--- config.mk ---
export PLATFORM = sky130hd
export DESIGN_NAME = multicycle_ctrl
export DESIGN_NICKNAME = d
export VERILOG_FILES = /design/src/rtl/mctrl_pkg.sv /design/src/rtl/multicycle_ctrl.sv
export SDC_FILE = /design/constraint.sdc
export NUM_CORES = 1
export LEC_CHECK = 0
export CAP_MARGIN = 0
export CORE_UTILIZATION = 41
export DETAILED_ROUTE_END_ITERATION = 10
export PLACE_DENSITY = 0.78
export SYNTH_ARGS = -nofsm -noshare
export SYNTH_HDL_FRONTEND = slang
export SYNTH_SLANG_ARGS = --single-unit
--- constraint.sdc ---
create_clock -name clk -period 1.95 [get_ports clk]
set_input_delay 0.4875 -clock clk [delete_from_list [all_inputs] [get_ports clk]]
set_output_delay 0.4875 -clock clk [all_outputs]
set_load 0.05 [all_outputs]
--- src/rtl/mctrl_pkg.sv ---
// rtl/mctrl_pkg.sv - shared states, opcodes and select encodings for multicycle_ctrl
package mctrl_pkg;

   typedef enum logic [3:0] {
      S_FETCH,
      S_DECODE,
      S_MEMADR,
      S_MEMREAD,
      S_MEMWRITE,
      S_MEMWB,
      S_EXECR,
      S_EXECI,
      S_ALUWB,
      S_BEQ,
      S_JAL,
      S_HALT
   } state_t;

   localparam logic [6:0] OP_LOAD   = 7'b0000011;
   localparam logic [6:0] OP_STORE  = 7'b0100011;
   localparam logic [6:0] OP_RTYPE  = 7'b0110011;
   localparam logic [6:0] OP_ITYPE  = 7'b0010011;
   localparam logic [6:0] OP_BRANCH = 7'b1100011;
   localparam logic [6:0] OP_JAL    = 7'b1101111;

   localparam logic [1:0] SRCA_PC    = 2'b00;
   localparam logic [1:0] SRCA_OLDPC = 2'b01;
   localparam logic [1:0] SRCA_RD1   = 2'b10;

   localparam logic [1:0] SRCB_RD2  = 2'b00;
   localparam logic [1:0] SRCB_IMM  = 2'b01;
   localparam logic [1:0] SRCB_FOUR = 2'b10;

   localparam logic [1:0] RES_ALUOUT    = 2'b00;
   localparam logic [1:0] RES_DATA      = 2'b01;
   localparam logic [1:0] RES_ALURESULT = 2'b10;

   localparam logic [1:0] ALUOP_ADD   = 2'b00;
   localparam logic [1:0] ALUOP_SUB   = 2'b01;
   localparam logic [1:0] ALUOP_FUNCT = 2'b10;

endpackage

--- src/rtl/multicycle_ctrl.sv ---
// rtl/multicycle_ctrl.sv - multi-cycle RISC-V main control FSM (optional MCTRL_INSTRET_EN retire counter)
module multicycle_ctrl
   import mctrl_pkg::*;
(
   input  logic        clk,
   input  logic        rst_n,
   input  logic [6:0]  op,
   input  logic        zero,
   input  logic        mem_ready,
   output logic        mem_req,
   output logic        mem_write,
   output logic        adr_src,
   output logic        ir_write,
   output logic        pc_write,
   output logic        reg_write,
   output logic [1:0]  alu_src_a,
   output logic [1:0]  alu_src_b,
   output logic [1:0]  result_src,
   output logic [1:0]  aluop,
`ifdef MCTRL_INSTRET_EN
   output logic [31:0] instret,
`endif
   output logic        illegal
);

   state_t state_q, state_d;

   // State register; reset always restarts at instruction fetch
   always_ff @(posedge clk or negedge rst_n) begin
      if (!rst_n) begin
         state_q <= S_FETCH;
      end else begin
         state_q <= state_d;
      end
   end

   // Next-state and Moore outputs; only FETCH looks at mem_ready for its enables
   always_comb begin
      state_d    = state_q;
      mem_req    = 1'b0;
      mem_write  = 1'b0;
      adr_src    = 1'b0;
      ir_write   = 1'b0;
      pc_write   = 1'b0;
      reg_write  = 1'b0;
      alu_src_a  = SRCA_PC;
      alu_src_b  = SRCB_RD2;
      result_src = RES_ALUOUT;
      aluop      = ALUOP_ADD;
      illegal    = 1'b0;
      case (state_q)
         S_FETCH: begin
            mem_req    = 1'b1;
            alu_src_b  = SRCB_FOUR;
            result_src = RES_ALURESULT;
            ir_write   = mem_ready;
            pc_write   = mem_ready;
            if (mem_ready) state_d = S_DECODE;
         end
         S_DECODE: begin
            alu_src_a = SRCA_OLDPC;
            alu_src_b = SRCB_IMM;
            case (op)
               OP_LOAD, OP_STORE: state_d = S_MEMADR;
               OP_RTYPE:          state_d = S_EXECR;
               OP_ITYPE:          state_d = S_EXECI;
               OP_BRANCH:         state_d = S_BEQ;
               OP_JAL:            state_d = S_JAL;
               default:           state_d = S_HALT;
            endcase
         end
         S_MEMADR: begin
            alu_src_a = SRCA_RD1;
            alu_src_b = SRCB_IMM;
            state_d   = (op == OP_LOAD) ? S_MEMREAD : S_MEMWRITE;
         end
         S_MEMREAD: begin
            mem_req = 1'b1;
            adr_src = 1'b1;
            if (mem_ready) state_d = S_MEMWB;
         end
         S_MEMWRITE: begin
            mem_req   = 1'b1;
            mem_write = 1'b1;
            adr_src   = 1'b1;
            if (mem_ready) state_d = S_FETCH;
         end
         S_MEMWB: begin
            reg_write  = 1'b1;
            result_src = RES_DATA;
            state_d    = S_FETCH;
         end
         S_EXECR: begin
            alu_src_a = SRCA_RD1;
            alu_src_b = SRCB_RD2;
            aluop     = ALUOP_FUNCT;
            state_d   = S_ALUWB;
         end
         S_EXECI: begin
            alu_src_a = SRCA_RD1;
            alu_src_b = SRCB_IMM;
            aluop     = ALUOP_FUNCT;
            state_d   = S_ALUWB;
         end
         S_ALUWB: begin
            reg_write = 1'b1;
            state_d   = S_FETCH;
         end
         S_BEQ: begin
            alu_src_a = SRCA_RD1;
            alu_src_b = SRCB_RD2;
            aluop     = ALUOP_SUB;
            pc_write  = zero;
            state_d   = S_FETCH;
         end
         S_JAL: begin
            alu_src_a = SRCA_OLDPC;
            alu_src_b = SRCB_FOUR;
            pc_write  = 1'b1;
            state_d   = S_ALUWB;
         end
         S_HALT: begin
            illegal = 1'b1;
         end
         default: begin
            state_d = S_HALT;
         end
      endcase
   end

`ifdef MCTRL_INSTRET_EN
   logic [31:0] instret_q, instret_d;
   logic        retire;

   // An instruction retires when one of its final states hands back to FETCH
   always_comb begin
      retire    = (state_d == S_FETCH) &&
                  ((state_q == S_MEMWRITE) || (state_q == S_MEMWB) ||
                   (state_q == S_ALUWB)    || (state_q == S_BEQ));
      instret_d = retire ? instret_q + 32'd1 : instret_q;
   end

   // Retired-instruction counter, wraps naturally at 32 bits
   always_ff @(posedge clk or negedge rst_n) begin
      if (!rst_n) begin
         instret_q <= 32'd0;
      end else begin
         instret_q <= instret_d;
      end
   end

   assign instret = instret_q;
`endif

endmodule

==> results of run 1 <==
cell families after synthesis:
family                    count (synthesis)
buffers and inverters                     7
and+or+nand+nor                          47
AOI/OAI and AO/OA                        18
xor gates and xnor gates                  1
muxes                                     2
DFF                                       4
Yosys cell counts (all sizes together):
cell type   n  area [µm²]
nor2       13        48.8
nand2       9        33.8
buf         6        53.8
a21oi       5        25.0
dfrtp       4         100
nand2b      4        25.0
nor2b       3        18.8
nor3        3        15.0
or2         3        18.8
and2        2        12.5
nor3b       2        15.0
nor4b       2        17.5
o21a        2        15.0
a211o       1        8.76
a211oi      1        7.51
a21o        1        7.51
a221oi      1        15.0
a32oi       1        8.76
and3b       1        8.76
and4bb      1        12.5
inv         1        3.75
mux2        1        11.3
mux2i       1        10.0
nand4       1        6.26
nand4bb     1        11.3
nor4        1        12.5
o2111ai     1        8.76
o21bai      1        7.51
o221ai      1        8.76
o22ai       1        6.26
o2bb2ai     1        8.76
o311ai      1        8.76
or3         1        11.3
xnor2       1        8.76
through the flow:
step	setup slack [ns]	cell area, µm²
after global placement	-0.0502	1110
after CTS	-0.0282	1250
after floorplan	-0.228	644
after detailed placement	-0.105	1110
repair_timing:
action | 4_1_cts
pin swaps | 6
gates resized for setup | 17
endpoints found under the setup margin | 12
buffers inserted | 9
==> reports/qor.yml, run 1 <==
floorplanning:
  rows: 13
  initial_core_util: 0.449
  dieHeight_um: 40.0
  num_io_pins: 26
  fp.dieW_um: 40.0
clock_tree:
  htree_levels: 1
  clock_sinks: 4
  clockRootBuffer: "clkbuf_4"
  cts_buffer_depth: 2
  numCtsBuffers: 3
  postCtsHoldBufs: 0
logic_synthesis:
  synthAdderAreaFrac: 0
  yosysSeqAreaShare: 0.169
  ys_types: 37
  synth-seq-cells: 4
  yosysWarnings: 0
  syn-cell-area_um2: 592
  synth_cells: 79
  syn_area_per_cell_um2: 7.49
  yosys.area_share.xor_xnor: 0.0148
  synth-simple-area-share: 0.452
  muxShareOfSynthArea: 0.0359
  synth_fp_nets: 90
  synth-compound-area-share: 0.230
  synth_top_family_by_area: "simple AND/OR/NAND/NOR gates"
placement:
  gp_congestion: 0.846
  hpwl_mm: 1.49
  place_inst: 128
  numPortBuffers: 25
sta:
  crit_endpoint: "reg_write"
  worst-ep-kind: "top-level output"
run_status:
  stop_error: "[ERROR DPL-0038] Utilization greater than 100%, impossible to legalize"
  failed_stage: "global routing"
  status: "stopped before the end"
global_routing:
  grt_max_degree: 16
==> inputs of run 2 (changes only) <==
Settings changed: CORE_AREA set to 2 2 63 65, CORE_UTILIZATION 41 to unset, DIE_AREA set to 0 0 65 67, PLACE_DENSITY 0.78 to unset, PLACE_DENSITY_LB_ADDON set to 0.15.
==> run 2 against run 1 <==
Compared with the run above: the flow now finishes without violations; synthesized cell count stayed put; synthesized area stayed put.
==> reports/qor.yml, run 2 <==
layout:
  final_common_cell: "buf_4"
  final_cell_count_no_fill: 176
  largest_register_ff_count: 4
  nets: 141
  antenna_cells: 0
  fin_util: 0.380
  regMostFlops: "state_q"
  multiInputGateArea_um2: 546
  areaGrowthSynthToFinish_pct: 132
  drive_above_1_share: 0.586
  reg_top3: "state_q (4)"
  seq_area_um2: 104
  nFillCells: 373
  final_cell_mix: "buf_4, buf_12, clkdlybuf4s50_1"
power:
  ir_drop_mv: 0.643
  power_w: 0.00284
  power.density_nw_per_um2: 2070
  leakage_nw: 0.555
worst_hold_path:
  hp-class: "primary input to async pin"
clock_tree:
  cts_buffer_depth: 2  # unchanged
  clock_sinks: 4  # unchanged
  clock_latency_ns: 0.22
  cts_tree: "yes"
  cts.reportedPaths.clkPinSlew_ns: 0.03
  clockRootBuffer: "clkbuf_8"  # was clkbuf_4
  numCtsBuffers: 3  # unchanged
  htree_levels: 1  # unchanged
  postCtsHoldBufs: 0  # unchanged
sta:
  setup_violations: 0
  rsz0062_at_grt: "true"
  final.setup_skew_ns: 0.00189
  relSlewSlack: 0.803
  fin_crit_ns: 1.95
  fmax_ghz: 0.513
  tightest_slew_ns: 0.293
  slew_viol_final: 0
  fin_setup_tns_ns: 0
  fin_crit_sh: 0.999
  hold_viol: 0
detailed_routing:
  wl_per_cell_um: 11.2
  routed-via-count: 757
  firstDrtPassIters: 4
  drt_iter0_drc: 22
  ant_nets: 0
  drc_errors: 0
  viasPerCell: 4.30
  routed_wl_mm: 1.97
worst_setup_path:
  cp.required_ns: 1.46
  cp-end-kind: "primary output"
  path_cells: "buf_8 -> or2_4 -> a211oi_4 -> buf_12"
  path_buf_inv: 2
  worst-path-max-fanout: 7
  path_class: "register to primary output"
  critPathLaunchType: "register"
  critPathMaxStageDelay_ns: 0.43
  slowest_stage: "dfrtp_2"
  crit_family: "flip-flops"
  cp.arrival_ns: 1.46
floorplanning:
  initial_core_util: 0.164  # was 0.449
  fp.dieW_um: 65  # was 40.0 µm
  core_area_um2: 3610
  rows: 22  # was 13
  dieHeight_um: 67  # was 40.0 µm
  num_io_pins: 26  # unchanged
  die_area_um2: 4360
logic_synthesis:
  synth_enable_flop_cells: 0  # unchanged
  yosysMostFrequentCell: "nor2_1"  # unchanged
  synth-simple-area-share: 0.452  # unchanged
  synth_top_family_by_area: "simple AND/OR/NAND/NOR gates"  # unchanged
  syn-cell-area_um2: 592  # unchanged
  yosys-top-cells-area: "dfrtp_1, nor2_1, nand2_1, buf_6, a21oi_1"  # unchanged
  yosysSeqAreaShare: 0.169  # unchanged
  muxShareOfSynthArea: 0.0359  # unchanged
  synth-seq-cells: 4  # unchanged
  synth-compound-area-share: 0.230  # unchanged
  ys.flop_type: "dfrtp_1"  # unchanged
  yosys.area_share.xor_xnor: 0.0148  # unchanged
  yosysWarnings: 0  # unchanged
  ys_types: 37  # unchanged
  synth_cells: 79  # unchanged
  synth_top_cell_area_share: 0.169  # unchanged
  synthAdderAreaFrac: 0  # unchanged
  yosysTopAreaCell: "dfrtp_1"  # unchanged
  synthArstFlopShare: 1.00  # unchanged
  syn_area_per_cell_um2: 7.49  # unchanged
  synth_fp_nets: 90  # unchanged
  ys_top_cells_by_count: "nor2_1, nand2_1, a21oi_1"  # unchanged
placement:
  numPortBuffers: 25  # unchanged
  hpwl_mm: 1.55  # was 1.49 mm
  place_inst: 160  # was 128
  gp_congestion: 0.832  # was 0.846
global_routing:
  grt_pass1_wl_mm: 3.08
  grt_overflow: 0
  grt_pass1_vias: 723
  antenna_found_initial: 0
  grt_max_degree: 13
  globalRouteTotalUtil: 0.0898
run_status:
  status: "finished, final reports clean"  # was stopped before the end
flow_run:
  maxCapViolCount: 0
==> run 2: cell counts after synthesis <==
Identical to the previous run, type by type.
==> run 2: worst paths after layout <==
| kind | cells past startpoint | to | start | slack [ns] |
|---|---|---|---|---|
| max | 4 | alu_src_b[1] | state_q[1] | 0.002 |
| min | 1 | state_q[0] | rst_n | 0.47 |
| max reg2reg | 7 | state_q[0] | state_q[1] | 0.29 |
| min reg2reg | 3 | state_q[3] | state_q[2] | 0.68 |
| max in group asynchronous | 1 | state_q[3] | rst_n | 1.29 |
| min in group clk | 3 | state_q[3] | state_q[2] | 0.68 |
==> run 2: repair_timing <==
action	4_1_cts	5_1_grt
buffers inserted	4	9
pin swaps	3	10
endpoints found under the setup margin	10	11
gates resized for setup	12	19
cloned	0	0
hold endpoints to repair	0	0
==> run 2: worst reg2reg max path: stages (launching register included) <==
cell	delay (ns)
dfrtp_2	0.40
buf_8	0.13
buf_2	0.16
buf_6	0.14
nor4b_1	0.23
nand2_1	0.14
o21a_1	0.22
a21oi_1	0.16
==> run 2: cells by family after synthesis <==
| group | Yosys count |
|---|---|
| simple gates | 47 |
| compound gates | 18 |
| buf+inv | 7 |
| flops | 4 |
| mux | 2 |
| xor+xnor | 1 |
==> run 2: per-layer routing <==
metal  vias to the layer above  wire [µm]  GRT usage
met2                        17        985      0.156
met4                         0         14     0.0399
li1                        384          -          -
met3                         2         76     0.0118
met5                         -          0          0
met1                       354        895      0.110
==> run 2: stage by stage <==
| stage | hold WS (ns) | worst slack (ns) | area (µm²) |
|---|---|---|---|
| global placement | 0.631 | -0.0115 | 1140 |
| floorplan | 0.192 | -0.228 | 644 |
| global route | 0.475 | -0.0451 | 1370 |
| finish | 0.474 | 0.00188 | 1370 |
| CTS | 0.476 | -0.00260 | 1250 |
| detailed placement | 0.614 | -0.0289 | 1140 |
==> run 2: cell type report <==
| type | instances | share of cell area |
|---|---|---|
| inverters | 1 | 0.00457 |
| multi-input cells | 68 | 0.398 |
| flip-flops and latches | 4 | 0.0758 |
| well taps | 48 | 0.0438 |
| repair buffers | 52 | 0.447 |
| clock buffers | 3 | 0.0301 |
==> run 2: power by group <==
part           switching [W]  leakage (nW)  internal (W)
clock network      0.0000422        0.0216      0.000132
registers          0.0000635        0.0452      0.000131
logic                0.00123         0.489       0.00124
total                0.00133         0.555       0.00151
Note: power is estimated with default switching activity, not from simulation.
==> inputs of run 3 (changes only) <==
Settings changed: PLACE_DENSITY_LB_ADDON 0.15 to unset, SKIP_LAST_GASP set to 1.
==> run 3 against run 2 <==
Compared with the run above: the flow now finishes with violations (setup timing); worst setup slack worse by 0.046 ns; power up 0.89%; critical path depth unchanged; fmax down 2.3%; core utilization down 0.35 points; critical path type unchanged.
==> reports/qor.yml, run 3 (synthesis gave the netlist of run 2 again) <==
layout:
  antenna_cells: 0  # unchanged
  regMostFlops: "state_q"  # unchanged
  final_common_cell: "buf_4"  # unchanged
  nets: 138  # was 141
  multiInputGateArea_um2: 553  # was 546 µm²
  reg_top3: "state_q (4)"  # unchanged
  final_cell_count_no_fill: 173  # was 176
  areaGrowthSynthToFinish_pct: 129  # was 132%
  finalInstanceArea_um2: 1360  # was 1370 µm²
  fin_util: 0.376  # was 0.380
  largest_register_ff_count: 4  # unchanged
  drive_above_1_share: 0.576  # was 0.586
  seq_area_um2: 104  # unchanged
  final_cell_mix: "buf_4, buf_12, nand2_1, clkdlybuf4s50_1, nor2_1"  # was buf_4, buf_12, clkdlybuf4s50_1
  nFillCells: 351  # was 373
detailed_routing:
  drc_errors: 0  # unchanged
  routed_wl_mm: 2.13  # was 1.97 mm
  wl_per_cell_um: 12.3  # was 11.2 µm
  drt_iter0_drc: 21  # was 22
  ant_nets: 0  # unchanged
  viasPerCell: 4.50  # was 4.30
  routed-via-count: 779  # was 757
  firstDrtPassIters: 4  # unchanged
power:
  power_w: 0.00287  # was 0.00284 W
  leakage_nw: 0.541  # was 0.555 nW
  ir_drop_mv: 0.514  # was 0.643 mV
  power.density_nw_per_um2: 2110  # was 2070 nW/µm²
sta:
  tightest_slew_ns: 0.311  # was 0.293 ns
  rsz0062_at_grt: "true"  # unchanged
  fmax_ghz: 0.501  # was 0.513 GHz
  worst_slack_ns: -0.0444  # was 0.00188 ns
  slew_viol_final: 0  # unchanged
  setup_violations: 2  # was 0
  relSlewSlack: 0.790  # was 0.803
  hold_viol: 0  # unchanged
  final.setup_skew_ns: 0.00206  # was 0.00189 ns
  fin_crit_ns: 1.99  # was 1.95 ns
  fin_crit_sh: 1.02  # was 0.999
floorplanning:
  core_area_um2: 3610  # unchanged
  die_area_um2: 4360  # unchanged
  dieHeight_um: 67  # unchanged
  initial_core_util: 0.164  # unchanged
  rows: 22  # unchanged
  fp.dieW_um: 65  # unchanged
  num_io_pins: 26  # unchanged
worst_setup_path:
  critPathLaunchType: "register"  # unchanged
  r2r_slack_ns: 0.30  # was 0.29 ns
  endpoint: "alu_src_b[1]"  # unchanged
  worst-path-max-fanout: 6  # was 7
  path_buf_inv: 2  # unchanged
  reg2reg_from: "state_q[2]"  # was state_q[1]
  r2r.worst_path.cells: 6  # was 7
  critPathMaxStageDelay_ns: 0.44  # was 0.43 ns
  path_cells: "buf_6 -> or2_4 -> a211oi_4 -> buf_12"  # was buf_8 -> or2_4 -> a211oi_4 -> buf_12
  slowest_stage: "dfrtp_2"  # unchanged
  crit_family: "flip-flops"  # unchanged
  path_class: "register to primary output"  # unchanged
  crit_cells: 4  # unchanged
  cp-end-kind: "primary output"  # unchanged
  cp.required_ns: 1.46  # about the same
  crit_start: "state_q[3]"  # was state_q[1]
  r2r_end: "state_q[1]"  # was state_q[0]
  cp.arrival_ns: 1.51  # was 1.46 ns
placement:
  pre_cts_ws_ns: -0.0417  # was -0.0289 ns
  numPortBuffers: 25  # unchanged
  place_area_um2: 1140  # unchanged
  place_inst: 160  # unchanged
  hpwl_mm: 1.60  # was 1.55 mm
  gp_congestion: 0.870  # was 0.832
clock_tree:
  clock_latency_ns: 0.22  # about the same
  cts.reportedPaths.clkPinSlew_ns: 0.03  # about the same
  numCtsBuffers: 3  # unchanged
  cts_tree: "yes"  # unchanged
  postCtsHoldBufs: 0  # unchanged
  cts_buffer_depth: 2  # unchanged
  clock_sinks: 4  # unchanged
  htree_levels: 1  # unchanged
  clockRootBuffer: "clkbuf_8"  # unchanged
global_routing:
  antenna_found_initial: 0  # unchanged
  globalRouteTotalUtil: 0.0969  # was 0.0898
  grt_max_degree: 13  # unchanged
  grt_pass1_vias: 767  # was 723
  grt_overflow: 0  # unchanged
  grt_pass1_wl_mm: 3.31  # was 3.08 mm
worst_hold_path:
  hp-class: "primary input to async pin"  # unchanged
flow_run:
  maxCapViolCount: 0  # unchanged
run_status:
  status: "finished with violations"  # was finished, final reports clean
  violations: "setup timing"
[run 3: how the worst min path moves through the flow]
stage                from         end  slack, ns
3_3_place_gp   state_q[2]  state_q[3]       0.65
6_report            rst_n  state_q[0]       0.47
5_1_grt             rst_n  state_q[0]       0.48
3_5_place_dp   state_q[2]  state_q[3]       0.67
2_1_floorplan       rst_n  state_q[0]       0.19
4_1_cts             rst_n  state_q[0]       0.47
[run 3: per-layer routing]
metal | track usage | vias to the layer above | routed length (µm)
li1 | - | 380 | -
met1 | 0.101 | 379 | 808
met2 | 0.192 | 18 | 1220
met3 | 0.0186 | 2 | 85
met4 | 0.0319 | 0 | 17
met5 | 0 | - | 0
[run 3: worst reg2reg max path: stages (launching register included)]
cell and delay, ns:
dfrtp_2 0.46, buf_6 0.15, buf_4 0.14, buf_4 0.15
a221oi_2 0.30, o2111ai_1 0.16, o2bb2ai_1 0.16
[run 3: where the power goes]
part | internal [W] | leakage (nW) | switching [W]
registers | 0.000131 | 0.0452 | 0.0000710
logic | 0.00122 | 0.475 | 0.00127
clock network | 0.000131 | 0.0216 | 0.0000405
[run 3: cell type report]
class	instances	share of cell area
Timing Repair Buffer	49	0.437
Sequential cell	4	0.0765
Inverter	1	0.00461
Multi-Input combinational cell	68	0.407
Clock buffer	3	0.0304
Tap cell	48	0.0442
[run 3: per-stage QoR]
stage | hold slack (ns) | TNS [ns]
floorplan | 0.192 | -0.315
global placement | 0.651 | -0.0641
detailed placement | 0.671 | -0.0417
CTS | 0.474 | -0.0428
global route | 0.480 | -0.291
finish | 0.473 | -0.0624
[run 3: timing repair]
item | 4_1_cts | 5_1_grt
pin swaps | 4 | 7
resized for setup | 14 | 18
buffers inserted | 4 | 7
endpoints found under the setup margin | 8 | 11
cloned | 0 | 0
